[src/rtl/r22sdf_pkg.sv]
// rtl/r22sdf_pkg.sv - shared types and helpers for the R2^2SDF reorder buffer
//
// Contents:
//   wr_state_e : write-side FSM state (IDLE, FILL, STREAM)
//   clog2      : constant ceil(log2) helper for address widths
//   bitrev     : reverse the low aw bits of a value (upper bits return 0)
package r22sdf_pkg;

  typedef enum logic [1:0] {
    IDLE   = 2'd0,
    FILL   = 2'd1,
    STREAM = 2'd2
  } wr_state_e;

  function automatic int clog2(input int value);
    int r;
    r = 0;
    for (int i = 0; i < 31; i++) begin
      if ((1 << i) < value) r = i + 1;
    end
    return r;
  endfunction

  // Shift bits out of the LSB of value and into the LSB of the result,
  // so after aw steps the low aw bits come out mirrored.
  function automatic logic [31:0] bitrev(input logic [31:0] value, input int aw);
    logic [31:0] r;
    logic [31:0] v;
    r = '0;
    v = value;
    for (int i = 0; i < 32; i++) begin
      if (i < aw) begin
        r = {r[30:0], v[0]};
        v = v >> 1;
      end
    end
    return r;
  endfunction

endpackage

[src/rtl/r22sdf_dpram.sv]
// rtl/r22sdf_dpram.sv - simple dual-port RAM, one write port, one registered read port
//
// Ports:
//   clk   : clock, rising edge
//   rst_n : asynchronous active-low reset (clears the read register only)
//   we    : write enable;  waddr / wdata : write address / data
//   re    : read enable;   raddr : read address
//   rdata : read data, one cycle after re
module r22sdf_dpram
  import r22sdf_pkg::*;
#(
  parameter int depth = 32,
  parameter int width = 32,
  localparam int aw = clog2(depth)
) (
  input  logic             clk,
  input  logic             rst_n,
  input  logic             we,
  input  logic [aw-1:0]    waddr,
  input  logic [width-1:0] wdata,
  input  logic             re,
  input  logic [aw-1:0]    raddr,
  output logic [width-1:0] rdata
);

  logic [width-1:0] mem [depth];

  always_ff @(posedge clk) begin
    if (we) mem[waddr] <= wdata;
  end

  // The read register is reset so an unregistered output path still
  // presents zeros straight out of reset.
  always_ff @(posedge clk or negedge rst_n) begin
    if (!rst_n) begin
      rdata <= '0;
    end else if (re) begin
      rdata <= mem[raddr];
    end
  end

endmodule

[src/rtl/r22sdf_reorder.sv]
// rtl/r22sdf_reorder.sv - ping-pong reorder buffer, bit-reversed FFT output to natural order
//
// Ports:
//   sys_clk, sys_nrst     : clock (rising edge), asynchronous active-low reset
//   sys_en                : global enable; 0 freezes all state
//   din_r, din_i          : input sample, bit-reversed order
//   din_vld, din_sof      : sample valid, first sample of frame
//   dout_r, dout_i        : natural-order bin
//   dout_vld, dout_sof    : bin valid, bin 0 of a frame
//   dout_idx              : bin index
//   err_sof, err_cnt      : resync pulse and saturating resync count
//                           (only with R22SDF_REORDER_ERR_EN defined)
module r22sdf_reorder
  import r22sdf_pkg::*;
#(
  parameter int data_resolution = 16,
  parameter int fft_length      = 16,
  parameter bit ff_out_en       = 1'b1,
  localparam int aw = clog2(fft_length)
) (
  input  logic                       sys_clk,
  input  logic                       sys_nrst,
  input  logic                       sys_en,
  input  logic [data_resolution-1:0] din_r,
  input  logic [data_resolution-1:0] din_i,
  input  logic                       din_vld,
  input  logic                       din_sof,
  output logic [data_resolution-1:0] dout_r,
  output logic [data_resolution-1:0] dout_i,
  output logic                       dout_vld,
  output logic                       dout_sof,
  output logic [aw-1:0]              dout_idx
`ifdef R22SDF_REORDER_ERR_EN
  ,
  output logic                       err_sof,
  output logic [7:0]                 err_cnt
`endif
);

  localparam int dw = 2 * data_resolution;
  localparam logic [aw-1:0] cnt_last = aw'(fft_length - 1);

  wr_state_e       state_q, state_d;
  logic [aw-1:0]   wr_cnt_q, wr_cnt_d;
  logic            wr_bank_q, wr_bank_d;
  logic [aw-1:0]   wr_cnt_rev;
  logic            wr_acc;
  logic            ram_we;
  logic [aw:0]     ram_waddr;
  logic            rd_start;

  logic            rd_active_q;
  logic            rd_bank_q;
  logic [aw-1:0]   rd_cnt_q;
  logic            ram_re;
  logic [dw-1:0]   ram_rdata;

  logic            vld1_q, sof1_q;
  logic [aw-1:0]   idx1_q;

  assign wr_acc     = sys_en & din_vld;
  assign wr_cnt_rev = aw'(bitrev(32'(wr_cnt_q), aw));

  // ---------------- write side ----------------
  always_comb begin
    state_d   = state_q;
    wr_cnt_d  = wr_cnt_q;
    wr_bank_d = wr_bank_q;
    ram_we    = 1'b0;
    ram_waddr = {wr_bank_q, wr_cnt_rev};
    rd_start  = 1'b0;
    if (wr_acc) begin
      case (state_q)
        IDLE: begin
          if (din_sof) begin
            ram_we    = 1'b1;
            ram_waddr = '0;
            wr_bank_d = 1'b0;
            wr_cnt_d  = aw'(1);
            state_d   = FILL;
          end
        end
        FILL, STREAM: begin
          ram_we = 1'b1;
          if (din_sof && (wr_cnt_q != '0)) begin
            // Resync: restart the current bank; bitrev(0) is address 0.
            ram_waddr = {wr_bank_q, {aw{1'b0}}};
            wr_cnt_d  = aw'(1);
          end else if (wr_cnt_q == cnt_last) begin
            wr_cnt_d  = '0;
            wr_bank_d = ~wr_bank_q;
            rd_start  = 1'b1;
            state_d   = STREAM;
          end else begin
            wr_cnt_d  = wr_cnt_q + 1'b1;
          end
        end
        default: state_d = IDLE;
      endcase
    end
  end

  always_ff @(posedge sys_clk or negedge sys_nrst) begin
    if (!sys_nrst) begin
      state_q   <= IDLE;
      wr_cnt_q  <= '0;
      wr_bank_q <= 1'b0;
    end else begin
      state_q   <= state_d;
      wr_cnt_q  <= wr_cnt_d;
      wr_bank_q <= wr_bank_d;
    end
  end

  // ---------------- read side ----------------
  // rd_start takes priority over the final read of the previous bank, so
  // back-to-back frames read out with no idle cycle between them.
  always_ff @(posedge sys_clk or negedge sys_nrst) begin
    if (!sys_nrst) begin
      rd_active_q <= 1'b0;
      rd_bank_q   <= 1'b0;
      rd_cnt_q    <= '0;
    end else if (sys_en) begin
      if (rd_start) begin
        rd_active_q <= 1'b1;
        rd_bank_q   <= wr_bank_q;
        rd_cnt_q    <= '0;
      end else if (rd_active_q) begin
        rd_cnt_q <= rd_cnt_q + 1'b1;
        if (rd_cnt_q == cnt_last) rd_active_q <= 1'b0;
      end
    end
  end

  assign ram_re = sys_en & rd_active_q;

  r22sdf_dpram #(
    .depth (2 * fft_length),
    .width (dw)
  ) u_ram (
    .clk   (sys_clk),
    .rst_n (sys_nrst),
    .we    (ram_we),
    .waddr (ram_waddr),
    .wdata ({din_r, din_i}),
    .re    (ram_re),
    .raddr ({rd_bank_q, rd_cnt_q}),
    .rdata (ram_rdata)
  );

  // Tags travelling alongside the RAM read register.
  always_ff @(posedge sys_clk or negedge sys_nrst) begin
    if (!sys_nrst) begin
      vld1_q <= 1'b0;
      sof1_q <= 1'b0;
      idx1_q <= '0;
    end else if (sys_en) begin
      vld1_q <= rd_active_q;
      sof1_q <= rd_active_q & (rd_cnt_q == '0);
      idx1_q <= rd_cnt_q;
    end
  end

  // Valid is masked with sys_en so a frozen cycle never repeats a bin.
  if (ff_out_en) begin : g_ff_out
    logic [dw-1:0] data2_q;
    logic          vld2_q, sof2_q;
    logic [aw-1:0] idx2_q;

    always_ff @(posedge sys_clk or negedge sys_nrst) begin
      if (!sys_nrst) begin
        data2_q <= '0;
        vld2_q  <= 1'b0;
        sof2_q  <= 1'b0;
        idx2_q  <= '0;
      end else if (sys_en) begin
        data2_q <= ram_rdata;
        vld2_q  <= vld1_q;
        sof2_q  <= sof1_q;
        idx2_q  <= idx1_q;
      end
    end

    assign dout_r   = data2_q[dw-1:data_resolution];
    assign dout_i   = data2_q[data_resolution-1:0];
    assign dout_vld = vld2_q & sys_en;
    assign dout_sof = sof2_q;
    assign dout_idx = idx2_q;
  end else begin : g_ram_out
    assign dout_r   = ram_rdata[dw-1:data_resolution];
    assign dout_i   = ram_rdata[data_resolution-1:0];
    assign dout_vld = vld1_q & sys_en;
    assign dout_sof = sof1_q;
    assign dout_idx = idx1_q;
  end

`ifdef R22SDF_REORDER_ERR_EN
  logic       resync;
  logic       err_q;
  logic [7:0] err_cnt_q;

  assign resync = wr_acc & din_sof & (state_q != IDLE) & (wr_cnt_q != '0);

  always_ff @(posedge sys_clk or negedge sys_nrst) begin
    if (!sys_nrst) begin
      err_q     <= 1'b0;
      err_cnt_q <= '0;
    end else if (sys_en) begin
      err_q <= resync;
      if (resync && (err_cnt_q != 8'hFF)) err_cnt_q <= err_cnt_q + 8'd1;
    end
  end

  assign err_sof = err_q & sys_en;
  assign err_cnt = err_cnt_q;
`endif

endmodule

[config.mk]
export PLATFORM = sky130hd
export DESIGN_NAME = r22sdf_reorder
export DESIGN_NICKNAME = d
export VERILOG_FILES = /design/src/rtl/r22sdf_pkg.sv /design/src/rtl/r22sdf_dpram.sv /design/src/rtl/r22sdf_reorder.sv
export SDC_FILE = /design/constraint.sdc
export NUM_CORES = 1
export LEC_CHECK = 0
export ABC_CLOCK_PERIOD_IN_PS = 6400
export CORE_ASPECT_RATIO = 0.75
export CORE_UTILIZATION = 62
export CTS_CLUSTER_DIAMETER = 120
export CTS_CLUSTER_SIZE = 16
export DETAILED_ROUTE_END_ITERATION = 8
export PLACE_DENSITY_LB_ADDON = 0.15
export RECOVER_POWER = 25
export SYNTH_ARGS = -nofsm -noshare
export SYNTH_HDL_FRONTEND = slang
export SYNTH_SLANG_ARGS = --single-unit
[constraint.sdc]
create_clock -name sys_clk -period 6.4 [get_ports sys_clk]
set_input_delay 1.92 -clock sys_clk [delete_from_list [all_inputs] [get_ports sys_clk]]
set_output_delay 1.92 -clock sys_clk [all_outputs]
set_load 0.01 [all_outputs]
# After elaboration in Yosys (flattened, before gate mapping)
# Memory sizes are Yosys's and may differ from the RTL's. A register that Yosys moved wholly into a read port is not among the register bits.
# Cells that the tools add are included.
word_totals:
  inputBits: 37
  ramBits: 1024
  mem_count: 1
  wordCells: 71
  output_inout_bits: 38
  ff_bits: 57
mem_list:
  columns: ["memory", "depth", "word_bits", "rd", "rd_clocked_by_memory_dff", "write_ports", "line_no", "rtl"]
  rows:
  - ["u_ram.mem", 32, 32, 1, 1, 1, "r22sdf_dpram.sv:26", "logic [width-1:0] mem [depth];"]
op_classes:
  n_addsub: 2
  reduce_logical: 13
  n_eq_ne: 7
  bitwise_logic: 5
  n_mux: 30
op_table:
  columns: ["cell", "n"]
  rows:
  - ["two-way mux 4 bit", 6]
  - ["two-way mux 1 bit", 14]
  - ["two-way mux 5 bit", 2]
  - ["one-hot mux 5 bit (2 select lines)", 1]
  - ["adder 4 x 1 -> 4 bit, second input constant", 2]
  - ["equality test 4 bit, second input constant", 2]
  - ["one-hot mux 4 bit (2 select lines)", 1]
  - ["two-way mux 2 bit", 3]
  - ["!= test 2 bit, second input constant", 3]
  - ["AND reduction 5 bit", 1]
  - ["AND 1 bit", 4]
  - ["logical NOT 4 bit", 1]
  - ["one-hot mux 1 bit (2 select lines)", 2]
  - ["one-hot mux 2 bit (2 select lines)", 1]
  - ["AND reduction 2 bit", 2]
  - ["AND reduction 4 bit", 1]
  - ["nonzero test 2 bit", 2]
  - ["nonzero test 4 bit", 1]
  - ["AND reduction 3 bit", 1]
  - ["equality test 2 x 1 -> 1 bit, second input constant", 1]
  - ["equality test 2 bit, second input constant", 1]
  - ["logical NOT 2 bit", 1]
  - ["OR reduction 2 bit", 1]
  - ["logical AND 1 bit", 1]
  - ["2 further kinds", 2]

# Depth between registers and ports, before layout
# Gate-level depths: netlist of run 1.
depth:
  ltp_word: 7
  ltp_mapped: 8

# Cells and area by module
# A second synthesis of run 1 with hierarchy kept.
unflattened:
  cells_unflattened: 2382
  hier_area_um2: 43266.5
modules_own_cells:
  columns: ["mod", "area_per_inst_um2", "instances", "cells_per_inst", "seq_area_each_um2"]
  rows:
  - ["r22sdf_dpram", 40866.7, 1, 2200, 31550.3]
  - ["r22sdf_reorder", 2399.8, 1, 182, 1426.4]

# Worst setup path before layout of run 1
# OpenSTA, ideal clock, no wires.
synth_timing:
  kind: "input -> register"
  from: "in din_sof"
  to: "mem u_ram.mem[10][0], enable pin"
  path_buffers: 2
  stages: 6
  slack_ns: -0.224
  arrival_time_ns: 6.122
  cell_sequence: "clkbuf_1 -> inv_1 -> o21ai_1 -> a21oi_1 -> clkbuf_1 -> nor4_1"
synth_between:
  elab_chain_len: 5
  word_cells_on_any_way: 10
synth_lines:
  columns: ["element", "line_no", "rtl"]
  rows:
  - ["start, declared", "r22sdf_reorder.sv:27", "input logic din_sof,"]
  - ["two-way mux 1 bit", "r22sdf_reorder.sv:75", "if (din_sof) begin"]
  - ["one-hot mux 1 bit (2 select lines)", "r22sdf_reorder.sv:73", "case (state_q)"]
  - ["two-way mux 1 bit", "r22sdf_reorder.sv:72", "if (wr_acc) begin"]
  - ["two-way mux 1 bit", "r22sdf_dpram.sv:29", "if (we) mem[waddr] <= wdata;"]
  - ["two-way mux 1 bit (not written as such)", "r22sdf_dpram.sv:29", null]
  - ["end, declared", "r22sdf_dpram.sv:26", null]
# Several ways; a longest one is shown, not always the timed one.

# Worst setup path in the final report of run 1
layout_timing:
  from: "in sys_en"
  to: "out dout_vld"
layout_between:
  elab_chain_len: 1
layout_lines:
  columns: ["element", "line_no", "rtl"]
  rows:
  - ["start, declared", "r22sdf_reorder.sv:23", "input logic sys_en,"]
  - ["AND 1 bit", "r22sdf_reorder.sv:186", "assign dout_vld = vld2_q & sys_en;"]
  - ["end, declared", "r22sdf_reorder.sv:30", "output logic dout_vld,"]
# Every way passes these cells.

==> results.yml, run 1 <==
status:
  status: "finished with violations"
  violations: "capacitance limit, slew limit"
critical_path:
  cp-start-kind: "input port"
  worstSetupEndpointType: "output pin"
  slowest_delay_ns: 0.96
  critical_path_required_ns: 4.48
  crit_type: "in -> out"
  crit_fanout: 15
  arrival_ns: 3.69
  crit_path_top_delay_cell: "clkbuf_1"
  cp_top_family: "buffers and inverters"
  cp_cell_sequence: "clkbuf_1 -> and2_1 -> clkdlybuf4s50_1"
  path_buf_inv: 2
placement:
  io_buffers: 74
  dpl_cell_area_um2: 45040
  hpwl_um: 63670
  gp_congestion: 0.8955
  pre_cts_slack_ns: 1.109
clock_tree:
  clkLatencyLatePin_ns: 0.65
  tritoncts: "yes"
  cts_made_buffers: 79
  clock_path_buffers: 3
  postCtsHoldBufs: 0
  htreeDepth: 3
  clock-sinks: 1113
  cts_resized: 0
  post_cts_buffers: 0
  clk_pin_slew_ns: 0.07
  cts-root-buf: "clkbuf_16"
global_routing:
  grt_pass1_wl_um: 150700
  grt-ovfl-total: 0
  antenna_found_initial: 6
  grt_pass1_vias: 21570
  track_usage_pct: 30.51
  grt_max_degree: 115
flow_run:
  cap_violations: 24
cells_and_area:
  nFillCells: 4143
  area_growth_pct: 10.65
  nets: 2281
  postLayoutCellArea_um2: 47300
  drive_gt1_share_pct: 20.57
synthesis:
  synthTopCellsByArea: "edfxtp_1 72%, mux4_2 8.2%, dfrtp_1 5.2%"
  ys_seq_area_share_pct: 77.15
  syn_avg_cell_area_um2: 20.36
  synth_top_area_share_pct: 71.94
  synth_nets: 2142
  syn_area_um2: 42740
  yosysWarnings: 0
  yosysTopAreaCell: "edfxtp_1"
  ys_types: 51
  yosys_register_bits: 1113
  synth_cells: 2099
timing:
  fin_skew_ns: 0.02843
  finalHoldViolCount: 0
  min_period_over_period_pct: 87.72
  min_period_ns: 5.614
  slew_headroom_pct: -50.49
  fmax_mhz: 178.1
  rsz0062_at_grt: "no"
  final-max-slew-violation-count: 798
  setup_viol_count_final: 0
  worst_slew_pin_slew_ns: 2.257
  fin_ws_ns: 0.7857
detailed_routing:
  drc: 0
  via_per_inst: 6.820
  wl_per_cell_um: 32.88
  drtPass1Iterations: 5
  ant_nets: 0
  totalWireLength_um: 104800
  vias: 21740
  drt_iter0_drc: 2884
power_and_ir_drop:
  p_leak_uw: 0.01444
  ir_drop_uv: 241.3
  powerDensity_nw_per_um2: 287.5
floorplan:
  die_w_um: 305.2
  die_area_um2: 70010
  row_count: 82
  core_um2: 67510
  dieHeight_um: 229.4
  ios: 75
  initial_core_util_pct: 63.32
min_path:
  hp-class: "reg -> reg"
## logic make-up after synthesis
kind of cell	synth area share (%)
AOI/OAI and AO/OA	3.583
xor gates and xnor gates	0.06148
adders and majority gates	0.1756
buffers and inverters	1.437
DFF	77.15
muxes	15.69
and+or+nand+nor	1.909
## flip-flops by register name, indices dropped and copies added, names as in the netlist, 2 cells and up
register and cells:
dout_idx 4, g_ff_out.data2_q 32, idx1_q 4, rd_cnt_q 4
state_q 2, u_ram.mem 1024, u_ram.rdata 32, wr_cnt_q 4
## worst register-to-register path, cell delays in order, from the launching register on
cell and delay (ns):
dfrtp_4 0.97, buf_4 0.79, buf_4 0.75, mux2i_1 0.37, o22ai_1 0.13, a2111oi_0 0.90
a211oi_1 0.13
## cell usage after synthesis (all sizes together)
cell type / count
nor2b: 6
o21a: 2
nor4: 9
mux4: 155
clkbuf: 64
nand3: 7
nor2: 54
clkinv: 1
a32o: 1
ha: 6
a211oi: 56
o21ai: 10
a21boi: 1
o2111ai: 1
mux2i: 203
a21o: 2
a21oi: 3
inv: 8
o221ai: 1
nor3b: 1
nand4b: 2
edfxtp: 1024
nand3b: 2
nand4: 3
nor3: 24
and3b: 1
or3: 3
nand2: 34
and2: 11
o22a: 1
o21bai: 1
a22o: 1
o22ai: 96
xor2: 2
mux2: 105
dfrtp: 89
nor4b: 1
xnor2: 1
and3: 1
or3b: 4
nand2b: 5
a2111oi: 32
o211ai: 5
buf: 55
a22oi: 5
## area by class of cell
type | count | area [µm²] | area share (%)
multi-input combinational | 858 | 9394 | 19.86
inverter | 9 | 33.78 | 0.07143
clock buffer | 143 | 2302 | 4.868
sequential | 1113 | 32990 | 69.75
timing repair buffer | 177 | 1433 | 3.029
tap | 882 | 1104 | 2.333
clock inverter | 4 | 35.03 | 0.07407
antenna | 2 | 5.005 | 0.01058
## metal layers
layer / vias up / track usage (%) / part of all wire (%)
met5: - / 0.5472 / 0.047
met4: 2 / 7.114 / 2.0
met3: 132 / 10.01 / 13
met2: 1236 / 43.89 / 44
met1: 11460 / 45.90 / 41
li1: 8916 / - / -
## worst paths after layout
| path | slack [ns] | endpoint | from | cells past startpoint |
|---|---|---|---|---|
| min reg2reg | 0.51 | g_ff_out.data2_q[24] | g_ff_out.data2_q[24] | 1 |
| max reg2reg | 2.18 | u_ram.rdata[28] | rd_cnt_q[0] | 6 |
| min | 0.51 | g_ff_out.data2_q[24] | g_ff_out.data2_q[24] | 1 |
| max | 0.79 | dout_vld | sys_en | 3 |
| min in group asynchronous | 1.85 | g_ff_out.data2_q[13] | sys_nrst | 1 |
| max in group asynchronous | 2.75 | rd_cnt_q[1] | sys_nrst | 2 |
## layout by cell type (no fill, tap or decap), types with 19 or more instances in the layout
cell / count
clkbuf_16: 83
a2111oi_0: 20
mux2i_1: 203
clkbuf_1: 85
clkdlybuf4s50_1: 50
o22ai_1: 96
dfrtp_1: 85
edfxtp_1: 1024
nor2_1: 42
mux2_2: 104
a211oi_1: 56
mux4_2: 155
buf_4: 81
nand2_1: 34
dlygate4sd3_1: 19
## report_power, final
part | switching (µW) | internal, µW
clock network | 2340 | 2440
logic | 494 | 195
registers | 64.9 | 8060
## stage by stage
stage | power (µW) | instances | hold WS [ns] | utilization, % | setup TNS, ns
after detailed placement | 8964 | 3039 | 0.4908 | 66.71 | 0
after floorplan | 8585 | 2099 | 0.4586 | - | -19.22
final | 13600 | 3188 | 0.5058 | 70.06 | 0
after CTS | 13640 | 3186 | 0.5097 | 70.17 | 0
after global placement | 8939 | 3039 | 0.4843 | 66.71 | 0
after global routing | 13950 | 3186 | 0.5208 | 70.05 | 0
Note: power is estimated with default switching activity, not from simulation.
==> inputs of run 2 (changes only) <==
--- a/config.mk
+++ b/config.mk
@@ -6,8 +6,10 @@
 export NUM_CORES = 1
 export LEC_CHECK = 0
 export ABC_CLOCK_PERIOD_IN_PS = 6400
+export CELL_PAD_IN_SITES_DETAIL_PLACEMENT = 1
+export CELL_PAD_IN_SITES_GLOBAL_PLACEMENT = 1
 export CORE_ASPECT_RATIO = 0.75
-export CORE_UTILIZATION = 62
+export CORE_UTILIZATION = 55
 export CTS_CLUSTER_DIAMETER = 120
 export CTS_CLUSTER_SIZE = 16
 export DETAILED_ROUTE_END_ITERATION = 8
==> run 2 against run 1 <==
  * The run still ends with capacitance limit, slew limit left
  * Register-to-register slack improved by 0.21 ns
  * Critical path depth stayed put
  * Power decreased by 0.15%
  * Flip-flop and latch count did not move
  * Via count hardly changed
  * Clock power about the same
  * Non-clock buffer count down 13
  * Global-route usage shrank 1.5 points
  * Largest cell class unchanged
==> results.yml, run 2 (synthesis results as in run 1) <==
global_routing:
  grt_pass1_wl_um: 161100
  grt-ovfl-total: 0
  grt_max_degree: 75
  grt_pass1_vias: 22240
  track_usage_pct: 28.96
  antenna_found_initial: 2
detailed_routing:
  drt_iter0_drc: 2293
  via_per_inst: 6.548
  totalWireLength_um: 112300
  vias: 21740
  drtPass1Iterations: 5
  ant_nets: 0
  drc: 0
  wl_per_cell_um: 33.81
status:
  status: "finished with violations"
  violations: "capacitance limit, slew limit"
critical_path:
  slowest_delay_ns: 0.53
  r2r_end: "u_ram.rdata[31]"
  crit_fanout: 9
  worstSetupEndpointType: "output pin"
  cp_cell_sequence: "clkbuf_1 -> and2_1 -> clkdlybuf4s50_1"
  critical_path_required_ns: 4.48
  arrival_ns: 3.09
  crit_type: "in -> out"
  crit_path_top_delay_cell: "clkdlybuf4s50_1"
  rr_startpoint: "rd_cnt_q[0]"
  r2r_slack_ns: 2.39
  cp-start-kind: "input port"
  rr_worst_depth: 7
floorplan:
  die_area_um2: 78850
  row_count: 88
  dieHeight_um: 243.4
  ios: 75
  initial_core_util_pct: 55.62
  die_w_um: 323.9
  core_um2: 76850
clock_tree:
  tritoncts: "yes"
  clkLatencyLatePin_ns: 0.66
  clk_pin_slew_ns: 0.07
  cts-root-buf: "clkbuf_16"
  postCtsHoldBufs: 0
  clock-sinks: 1113
  htreeDepth: 3
  cts_resized: 0
  cts_made_buffers: 79
  post_cts_buffers: 0
  clock_path_buffers: 3
min_path:
  worstHoldStart: "g_ff_out.data2_q[17]"
  hp-class: "reg -> reg"
  min_to: "g_ff_out.data2_q[17]"
  holdPathStages: 1
flow_run:
  cap_violations: 23
power_and_ir_drop:
  powerDensity_nw_per_um2: 287.1
  ir_drop_uv: 241.7
  p_leak_uw: 0.01434
cells_and_area:
  final_cell_mix: "1024 x edfxtp_1, 203 x mux2i_1, 155 x mux4_2"
  regMostFlops: "u_ram.mem"
  nFillCells: 6434
  area_growth_pct: 10.65
  drive_gt1_share_pct: 20.01
  ff_latch_area_um2: 32990
  final_common_cell: "edfxtp_1"
  largest_reg_flops: 1024
  multi_input_area_um2: 9365
  postLayoutCellArea_um2: 47300
  nets: 2268
  top_regs: "u_ram.mem (1024), g_ff_out.data2_q (32), u_ram.rdata (32)"
  final_cells: 3320
placement:
  place_inst: 3179
  pre_cts_slack_ns: 1.086
  hpwl_um: 68200
  dpl_cell_area_um2: 45110
  io_buffers: 74
  gp_congestion: 0.8449
timing:
  final-max-slew-violation-count: 760
  rsz0062_at_grt: "no"
  slew_headroom_pct: -40.09
  min_period_over_period_pct: 78.28
  fin_skew_ns: 0.01816
  finalHoldViolCount: 0
  min_period_ns: 5.010
  hold_slack_ns: 0.5097
  fmax_mhz: 199.6
  worst_slew_pin_slew_ns: 2.101
  fin_ws_ns: 1.390
  setup_viol_count_final: 0
[run 2: worst max-delay path by stage]
stage | from | end | slack (ns) | cells after the start
after detailed placement | din_sof | u_ram.mem[15][27] | 1.09 | 5
after CTS | sys_en | dout_vld | 1.64 | 3
after global routing | sys_en | dout_vld | 1.35 | 3
after floorplan | din_sof | u_ram.mem[10][0] | -0.22 | 6
final | sys_en | dout_vld | 1.39 | 3
after global placement | din_sof | u_ram.mem[15][27] | 1.39 | 5
[run 2: area by class of cell]
type                       count  share of cell area, %
timing repair buffer         164                  2.828
sequential                  1113                  69.75
multi-input combinational    858                  19.80
antenna                        1               0.005291
inverter                       9                0.07142
clock inverter                 5                0.09259
tap                         1035                  2.738
clock buffer                 135                  4.714
[run 2: worst max-delay path, delay by kind of cell]
family / cells / cell delay [ns]
buffers and inverters: 2 / 0.96
AND/OR/NAND/NOR: 1 / 0.21
[run 2: power by group]
group | leakage (µW) | internal [µW] | switching [µW]
Clock | 0.00108 | 2380 | 2390
Sequential | 0.0104 | 8060 | 66.0
Combinational | 0.00282 | 191 | 486
[run 2: routing by layer]
layer  global-route usage (%)  share of wire, %
met5                        0                 0
met2                    44.36                47
met1                    44.13                44
met4                    8.074               2.9
met3                    3.932               6.5
[run 2: stage by stage]
step	total power, µW	util [%]	TNS (ns)
floorplan	8585	-	-19.22
global placement	8917	58.70	0
detailed placement	8962	58.70	0
CTS	13650	61.65	0
global route	13910	61.54	0
finish	13580	61.54	0
==> inputs of run 3 (changes only) <==
--- a/config.mk
+++ b/config.mk
@@ -5,11 +5,11 @@
 export SDC_FILE = /design/constraint.sdc
 export NUM_CORES = 1
 export LEC_CHECK = 0
-export ABC_CLOCK_PERIOD_IN_PS = 6400
+export ABC_CLOCK_PERIOD_IN_PS = 4150
 export CELL_PAD_IN_SITES_DETAIL_PLACEMENT = 1
 export CELL_PAD_IN_SITES_GLOBAL_PLACEMENT = 1
 export CORE_ASPECT_RATIO = 0.75
-export CORE_UTILIZATION = 55
+export CORE_UTILIZATION = 50
 export CTS_CLUSTER_DIAMETER = 120
 export CTS_CLUSTER_SIZE = 16
 export DETAILED_ROUTE_END_ITERATION = 8
==> constraint.sdc (replaced) <==
create_clock -name sys_clk -period 4.15 [get_ports sys_clk]
set_input_delay 1.245 -clock sys_clk [delete_from_list [all_inputs] [get_ports sys_clk]]
set_output_delay 1.245 -clock sys_clk [all_outputs]
set_load 0.01 [all_outputs]
==> run 3 against run 2 <==
  * The run still ends with capacitance limit, slew limit left
  * Sequential share of layout area decreased by 1.2 points
  * Flip-flop and latch count stayed put
  * Power grew 56%
==> results.yml, run 3 (synthesis results as in run 1) <==
detailed_routing:
  drt_iter0_drc: 2594
  wl_per_cell_um: 34.81
  totalWireLength_um: 119800
  drc: 0
  ant_nets: 0
  via_per_inst: 6.342
  vias: 21820
  drtPass1Iterations: 8
critical_path:
  cp_top_family: "compound AO/OA/AOI/OAI gates"
  path_buf_inv: 2
  crit_path_start: "rd_cnt_q[1]"
  cp_cell_sequence: "buf_4 -> or3_1 -> buf_4 -> o22ai_1 -> a2111oi_0 -> a211oi_1"
  r2r_slack_ns: 0.40
  cpMostUsedCell: "buf_4"
  cp-start-kind: "flip-flop"
  rr_startpoint: "rd_cnt_q[1]"
  arrival_ns: 4.21
  crit_path_end: "u_ram.rdata[18]"
  worstSetupEndpointType: "flip-flop"
  rr_worst_depth: 6
  critical_path_required_ns: 4.61
  crit_fanout: 39
  slowest_delay_ns: 1.21
  crit_cells: 6
  crit_type: "reg -> reg"
  r2r_end: "u_ram.rdata[18]"
  crit_path_top_delay_cell: "a2111oi_0"
global_routing:
  track_usage_pct: 28.04
  gr-usage-met3_pct: 5.229
  met2_usage_pct: 42.01
  antenna_found_initial: 8
  grtUsageMet1_pct: 42.93
  grt_pass1_wl_um: 168800
  grt_pass1_vias: 22190
  grt-ovfl-total: 0
  grt-busiest-layer: "met1"
  grt_max_degree: 65
cells_and_area:
  area_growth_pct: 12.61
  nFillCells: 7139
  drive_gt1_share_pct: 21.92
  largest_reg_flops: 1024
  fin_util_pct: 57.05
  nets: 2291
  diodes: 0
  postLayoutCellArea_um2: 48130
  final_common_cell: "edfxtp_1"
  top_regs: "u_ram.mem (1024), g_ff_out.data2_q (32), u_ram.rdata (32)"
  regMostFlops: "u_ram.mem"
  final_cell_mix: "1024 x edfxtp_1, 203 x mux2i_1, 155 x mux4_2"
power_and_ir_drop:
  powerDensity_nw_per_um2: 439.2
  p_leak_uw: 0.01464
  p_seq_share_pct: 59.3
  switching_share_pct: 22.14
  p_total_uw: 21140
  comb_power_share_pct: 5.5
  p_int_uw: 16460
  ir_drop_uv: 423.1
  p_sw_uw: 4680
  p_clk_share_pct: 35.2
floorplan:
  die_w_um: 339.6
  initial_core_util_pct: 50.66
  dieHeight_um: 255.2
  core_um2: 84380
  row_count: 92
  ios: 75
  die_area_um2: 86680
timing:
  fin_tns_setup_ns: 0
  rsz0062_at_grt: "no"
  slew_headroom_pct: -50.60
  fin_skew_ns: 0.03312
  min_period_ns: 3.752
  min_period_over_period_pct: 90.40
  final-max-slew-violation-count: 561
  fmax_mhz: 266.5
  worst_slew_pin_slew_ns: 2.259
  finalHoldViolCount: 0
  setup_viol_count_final: 0
  hold_slack_ns: 0.5096
placement:
  io_buffers: 74
  dpl_cell_area_um2: 45850
  gp_congestion: 0.9284
  hpwl_um: 74090
clock_tree:
  clkLatencyLatePin_ns: 0.66
  clock-sinks: 1113
  postCtsHoldBufs: 0
  clk_pin_slew_ns: 0.07
  cts-root-buf: "clkbuf_16"
  htreeDepth: 3
  cts_made_buffers: 79
  post_cts_buffers: 0
  clock_path_buffers: 3
  tritoncts: "yes"
  cts_resized: 0
flow_run:
  cap_violations: 18
min_path:
  hp-class: "reg -> reg"
status:
  status: "finished with violations"
  violations: "capacitance limit, slew limit"
[run 3: changes by cell type in the layout (fill, tap and decap cells not counted), sizes merged]
cell / change
clkinv: +2
clkdlybuf4s50: -1
dlygate4sd3: -20
diode: -1
inv: -3
buf: +51
[run 3: power by group through the flow]
stage          clock network, µW  registers, µW  logic (µW)
2_1_floorplan                  0          12700         541
3_3_place_gp                   0          12800        1130
3_5_place_dp                   0          12800        1170
4_1_cts                     7570          12500        1170
5_1_grt                     7920          12500        1240
6_report                    7430          12500        1170
[run 3: stage by stage]
step,setup WS (ns),std cells
6_report,0.3982,3441
3_5_place_dp,0.1427,3295
5_1_grt,0.4200,3441
2_1_floorplan,-0.9500,2099
4_1_cts,0.4954,3441
3_3_place_gp,0.2121,3295
[run 3: worst min path at each step]
stage / from / slack, ns / end / cells after the start
floorplan: rd_active_q / 0.46 / rd_active_q / 1
global placement: rd_bank_q / 0.48 / rd_bank_q / 1
detailed placement: idx1_q[3] / 0.50 / dout_idx[3] / 1
CTS: g_ff_out.data2_q[7] / 0.51 / g_ff_out.data2_q[7] / 1
global route: dout_idx[0] / 0.53 / dout_idx[0] / 1
finish: idx1_q[3] / 0.51 / dout_idx[3] / 1
[run 3: cell type report]
cell class	count	area [µm²]	area share (%)
clock inverter	4	50.05	0.1040
multi-input combinational	858	9459	19.65
inverter	9	33.78	0.07018
clock buffer	142	2256	4.687
timing repair buffer	187	1932	4.014
tap	1128	1411	2.932
sequential	1113	32990	68.54
[run 3: worst register-to-register path, stage by stage, from the launching register on]
cell and delay, ns:
dfrtp_4 0.93, buf_4 0.63, or3_1 0.21, buf_4 0.27, o22ai_1 0.15, a2111oi_0 1.21, a211oi_1 0.16
[run 3: per-layer routing]
layer,wire (µm),part of all wire (%),up-vias
met4,2620,2.2,2
met1,53600,45,11780
li1,-,-,8933
met5,12,0.010,-
met3,9974,8.3,138
met2,53570,45,968
